$ cat src/rtl/key_encoder.sv
// Push-button front end: sync + debounce MODE/SET, classify SET short/long,
// and emit one single-cycle command code per qualified event.

module key_debounce #(
  parameter int DB_CYCLES = 20
) (
  input  logic clk,
  input  logic rst_n,
  input  logic raw,
  output logic db
);
  localparam int CW = $clog2(DB_CYCLES);

  logic          s1, s2;
  logic [CW-1:0] cnt;

  always_ff @(posedge clk or negedge rst_n) begin
    if (!rst_n) begin
      s1  <= 1'b0;
      s2  <= 1'b0;
      db  <= 1'b0;
      cnt <= '0;
    end else begin
      s1 <= raw;
      s2 <= s1;
      // any bounce back to the accepted level restarts the stability count
      if (s2 == db) begin
        cnt <= '0;
      end else if (cnt == CW'(DB_CYCLES - 1)) begin
        db  <= s2;
        cnt <= '0;
      end else begin
        cnt <= cnt + 1'b1;
      end
    end
  end
endmodule

module key_encoder #(
  parameter int DB_CYCLES   = 20,
  parameter int LONG_CYCLES = 100
) (
  input  logic       clk,
  input  logic       rst_n,
  input  logic       btn_mode,
  input  logic       btn_set,
  output logic [1:0] code,
  output logic [1:0] pressed
);
  localparam int NUM_KEYS = 2;
  localparam int HW       = $clog2(LONG_CYCLES + 1);
  localparam int K_SET    = 0;
  localparam int K_MODE   = 1;

  localparam logic [1:0] C_NONE  = 2'b00;
  localparam logic [1:0] C_SHORT = 2'b01;
  localparam logic [1:0] C_MODE  = 2'b10;
  localparam logic [1:0] C_LONG  = 2'b11;

  typedef enum logic [1:0] {S_IDLE, S_HELD, S_LONG} set_st_t;

  logic [NUM_KEYS-1:0] raw, db, db_q;
  logic                mode_rise, set_rise;
  set_st_t             st, st_nxt;
  logic [HW-1:0]       hcnt, hcnt_nxt;
  logic [1:0]          set_ev, pend;

  assign raw = {btn_mode, btn_set};

  for (genvar k = 0; k < NUM_KEYS; k++) begin : g_key
    key_debounce #(.DB_CYCLES(DB_CYCLES)) u_db (
      .clk  (clk),
      .rst_n(rst_n),
      .raw  (raw[k]),
      .db   (db[k])
    );
  end

  assign pressed   = db;
  assign mode_rise = db[K_MODE] & ~db_q[K_MODE];
  assign set_rise  = db[K_SET]  & ~db_q[K_SET];

  always_comb begin
    st_nxt   = st;
    hcnt_nxt = hcnt;
    set_ev   = C_NONE;
    case (st)
      S_IDLE: if (set_rise) begin
        st_nxt   = S_HELD;
        hcnt_nxt = HW'(1);
      end
      S_HELD: begin
        if (!db[K_SET]) begin
          st_nxt = S_IDLE;
          set_ev = C_SHORT;
        end else if (hcnt == HW'(LONG_CYCLES - 1)) begin
          st_nxt = S_LONG;
          set_ev = C_LONG;
        end else if (hcnt != '1) begin
          hcnt_nxt = hcnt + 1'b1;
        end
      end
      S_LONG: if (!db[K_SET]) st_nxt = S_IDLE;
      default: st_nxt = S_IDLE;
    endcase
  end

  always_ff @(posedge clk or negedge rst_n) begin
    if (!rst_n) begin
      st   <= S_IDLE;
      hcnt <= '0;
      db_q <= '0;
      code <= C_NONE;
      pend <= C_NONE;
    end else begin
      st   <= st_nxt;
      hcnt <= hcnt_nxt;
      db_q <= db;
      // MODE wins a same-cycle collision; the SET code is replayed next cycle
      if (mode_rise) begin
        code <= C_MODE;
        pend <= set_ev;
      end else if (pend != C_NONE) begin
        code <= pend;
        pend <= C_NONE;
      end else begin
        code <= set_ev;
      end
    end
  end
endmodule

$ cat config.mk
export PLATFORM = sky130hd
export DESIGN_NAME = key_encoder
export DESIGN_NICKNAME = d
export VERILOG_FILES = /design/src/rtl/key_encoder.sv
export SDC_FILE = /design/constraint.sdc
export NUM_CORES = 1
export LEC_CHECK = 0
export CORE_ASPECT_RATIO = 0.8
export CORE_MARGIN = 4
export CORE_UTILIZATION = 35
export DETAILED_ROUTE_END_ITERATION = 10
export PLACE_DENSITY_LB_ADDON = 0.08
export SYNTH_ARGS = -nofsm -noshare
export SYNTH_HDL_FRONTEND = slang
export SYNTH_SLANG_ARGS = --single-unit
$ cat constraint.sdc
create_clock -name clk -period 1.74 [get_ports clk]
set_input_delay 0.348 -clock clk [delete_from_list [all_inputs] [get_ports clk]]
set_output_delay 0.348 -clock clk [all_outputs]
set_load 0.02 [all_outputs]
==> flow_summary.json <==
{
  "yosysSeqAreaShare": 0.545,
  "drtPass1Iterations": 4,
  "postLayoutCoreUtil": 0.439,
  "grt_max_degree": 32,
  "skew_ns": 0.00256,
  "syn-mean-instance-area_um2": 11.6,
  "synth-compound-area-share": 0.158,
  "cp-start-kind": "flop",
  "clk_latency_ns": 0.28,
  "cp.required_ns": 1.91,
  "worstMarginPinSlew_ns": 0.502,
  "synth_top_cells_by_count": "dfrtp_1 (31), nor2_1 (9), a31oi_1 (7)",
  "synthDistinctLibCells": 38,
  "vias": 976,
  "synth_top_family_by_area": "simple AND/OR/NAND/NOR gates",
  "cp.arrival_ns": 1.86,
  "first_iter_violations": 82,
  "finish.instance_area_um2": 1690,
  "fin_ws_ns": 0.0457,
  "synth_xor_area_frac": 0.0492,
  "wl_per_cell_um": 13.4,
  "r2r-start": "hcnt[3]",
  "coreArea_um2": 3850,
  "yosysMostFrequentCell": "dfrtp_1",
  "hpwlAfterDp_mm": 1.78,
  "muxShareOfSynthArea": 0.0158,
  "period_share": 0.974,
  "path_max_fanout": 5,
  "ys_ff_latch": 31,
  "antenna_left": 0,
  "hold_path_class": "reg2reg",
  "numCtsBuffers": 5,
  "maxSlewViolCount": 0,
  "synth_cells": 123,
  "synth_top_area_share": 0.545,
  "rsz0062_at_grt": "yes",
  "syn_area_um2": 1420,
  "dieArea_um2": 5160,
  "hold_end": "g_key[0].u_db.s2",
  "fin_nets": 148,
  "io_pins": 8,
  "synth_enable_flop_cells": 0,
  "placed_area_um2": 1570,
  "synth-adder-area-share": 0.0264,
  "yosys.area_share.simple": 0.169,
  "drcViolationCount": 0,
  "rows": 20,
  "power.density_nw_per_um2": 804,
  "dieWidth_um": 79.3,
  "synth_fp_nets": 130,
  "diodes": 0,
  "routed_wl_mm": 2.62,
  "ys_warn_count": 0,
  "reg2reg_slack_ns": 0.05,
  "drive_above_1_share": 0.213,
  "maxSlewHeadroom": 0.663,
  "place_congestion": 0.793,
  "grt_pass1_vias": 909,
  "fillers": 378,
  "drv_cap": 0,
  "syn2layout_area_growth_pct": 18.7,
  "worstSetupPathType": "reg2reg",
  "reg2reg_to": "hcnt[5]",
  "die_h_um": 65.1,
  "io_buffers": 7,
  "synth_top_cell_by_area": "dfrtp_1",
  "clk_pin_slew_ns": 0.06,
  "grt_pass1_wl_mm": 4.40,
  "finalSetupViolCount": 0,
  "max_freq_ghz": 0.590,
  "clk_path_buf_depth": 2,
  "ir_drop_mv": 0.457,
  "via_per_inst": 4.98,
  "ctsHtreeMaxLevel": 2,
  "critPathCaptureType": "flop",
  "synth_flop_cell": "dfrtp_1",
  "cts-root-buf": "clkbuf_8",
  "holdBufCountCts": 0,
  "whs_path_depth": 0,
  "hold_viol": 0,
  "total_power_uw": 1360,
  "preCtsSetupSlack_ns": 0.0404,
  "grt_usage": 0.113,
  "async_flop_share": 1.00,
  "start_util": 0.369,
  "cts_tree": "yes",
  "status": "finished clean",
  "reg2reg_depth": 4,
  "synth_area_leaders": "dfrtp_1 (54%), xor2_1 (3.7%), a31oi_1 (3.1%), ha_1 (2.6%), nor2_1 (2.4%)",
  "period_minus_slack_ns": 1.69,
  "grt_overflow": 0,
  "hold_start": "g_key[0].u_db.s1",
  "antenna_found_initial": 0,
  "cts.sinks": 31,
  "p_leak_uw": 0.000775
}
[how the worst max path moves through the flow]
stage,startpoint,end,cells after the start
after floorplan,hcnt[0],hcnt[2],6
final,hcnt[3],hcnt[5],4
after global placement,hcnt[2],hcnt[5],4
after detailed placement,hcnt[2],hcnt[5],4
after global routing,hcnt[3],hcnt[5],4
after CTS,g_key[0].u_db.db,pressed[0],1
[cells by family after synthesis]
family	Yosys count
multiplexers	2
adder cells (fa/ha/maj)	3
buffers and inverters	8
AND/OR/NAND/NOR	42
AO/OA/AOI/OAI	29
flip-flops	31
XOR/XNOR	8
[registers in the layout, summed over array words and instances, names as in the netlist]
register / count
hcnt: 7
st: 2
g_key.u_db.s2: 2
g_key.u_db.cnt: 10
g_key.u_db.s1: 2
pend: 2
code: 2
g_key.u_db.db: 2
db_q: 2
[where the power goes]
part / internal (uW) / switching, uW
Clock: 310 / 256
Sequential: 737 / 11.6
Combinational: 19.4 / 25.2
[per-stage QoR]
| step | hold slack, ns | TNS [ns] | instances |
|---|---|---|---|
| floorplan | 0.0524 | 0 | 123 |
| global placement | 0.342 | 0 | 186 |
| detailed placement | 0.342 | 0 | 186 |
| CTS | 0.356 | 0 | 193 |
| global route | 0.366 | -0.00637 | 196 |
| finish | 0.351 | 0 | 196 |
[cell usage in the layout, fill, tap and decap left out, types with 2 or more instances in the layout]
cell type	n
a31oi_1	7
clkbuf_8	6
nor3_1	3
xor2_1	6
nand2_1	5
xnor2_1	2
dfrtp_1	29
nand3_1	5
a32o_1	3
and2_1	3
nor3b_1	2
ha_1	3
and3_2	2
dfrtp_2	2
mux2_2	2
o21ai_0	4
o31ai_1	2
clkdlybuf4s50_1	6
nand2b_1	4
nor2_1	9
buf_4	9
a21oi_1	3
inv_1	3
[what timing repair did]
action	in CTS	in global routing
resized for setup	0	5
endpoints found under the hold margin	0	0
setup endpoints to repair	0	8
buffers inserted	0	3
[metal layers]
| metal | global-route usage | part of all wire | up-vias |
|---|---|---|---|
| met5 | 0 | 0 | - |
| met4 | 0.0451 | 0.016 | 0 |
| met3 | 0.0458 | 0.063 | 11 |
| met2 | 0.150 | 0.41 | 35 |
| met1 | 0.161 | 0.51 | 458 |
| li1 | - | - | 472 |
[critical path, stage by stage, from the launching register on]
cell and delay, ns:
dfrtp_2 0.43, or4b_4 0.58, o21ba_4 0.25, a31oi_1 0.17, o21ba_1 0.17
[cell type report]
type / instances / area, um2 / area share
sequential: 31 / 778 / 0.460
multi-input combinational: 84 / 604 / 0.358
timing repair buffer: 16 / 140 / 0.0829
clock buffer: 6 / 82.6 / 0.0489
tap: 55 / 68.8 / 0.0407
inverter: 3 / 11.3 / 0.00666
clock inverter: 1 / 5.00 / 0.00296
Power figures use the tool's default switching activity.
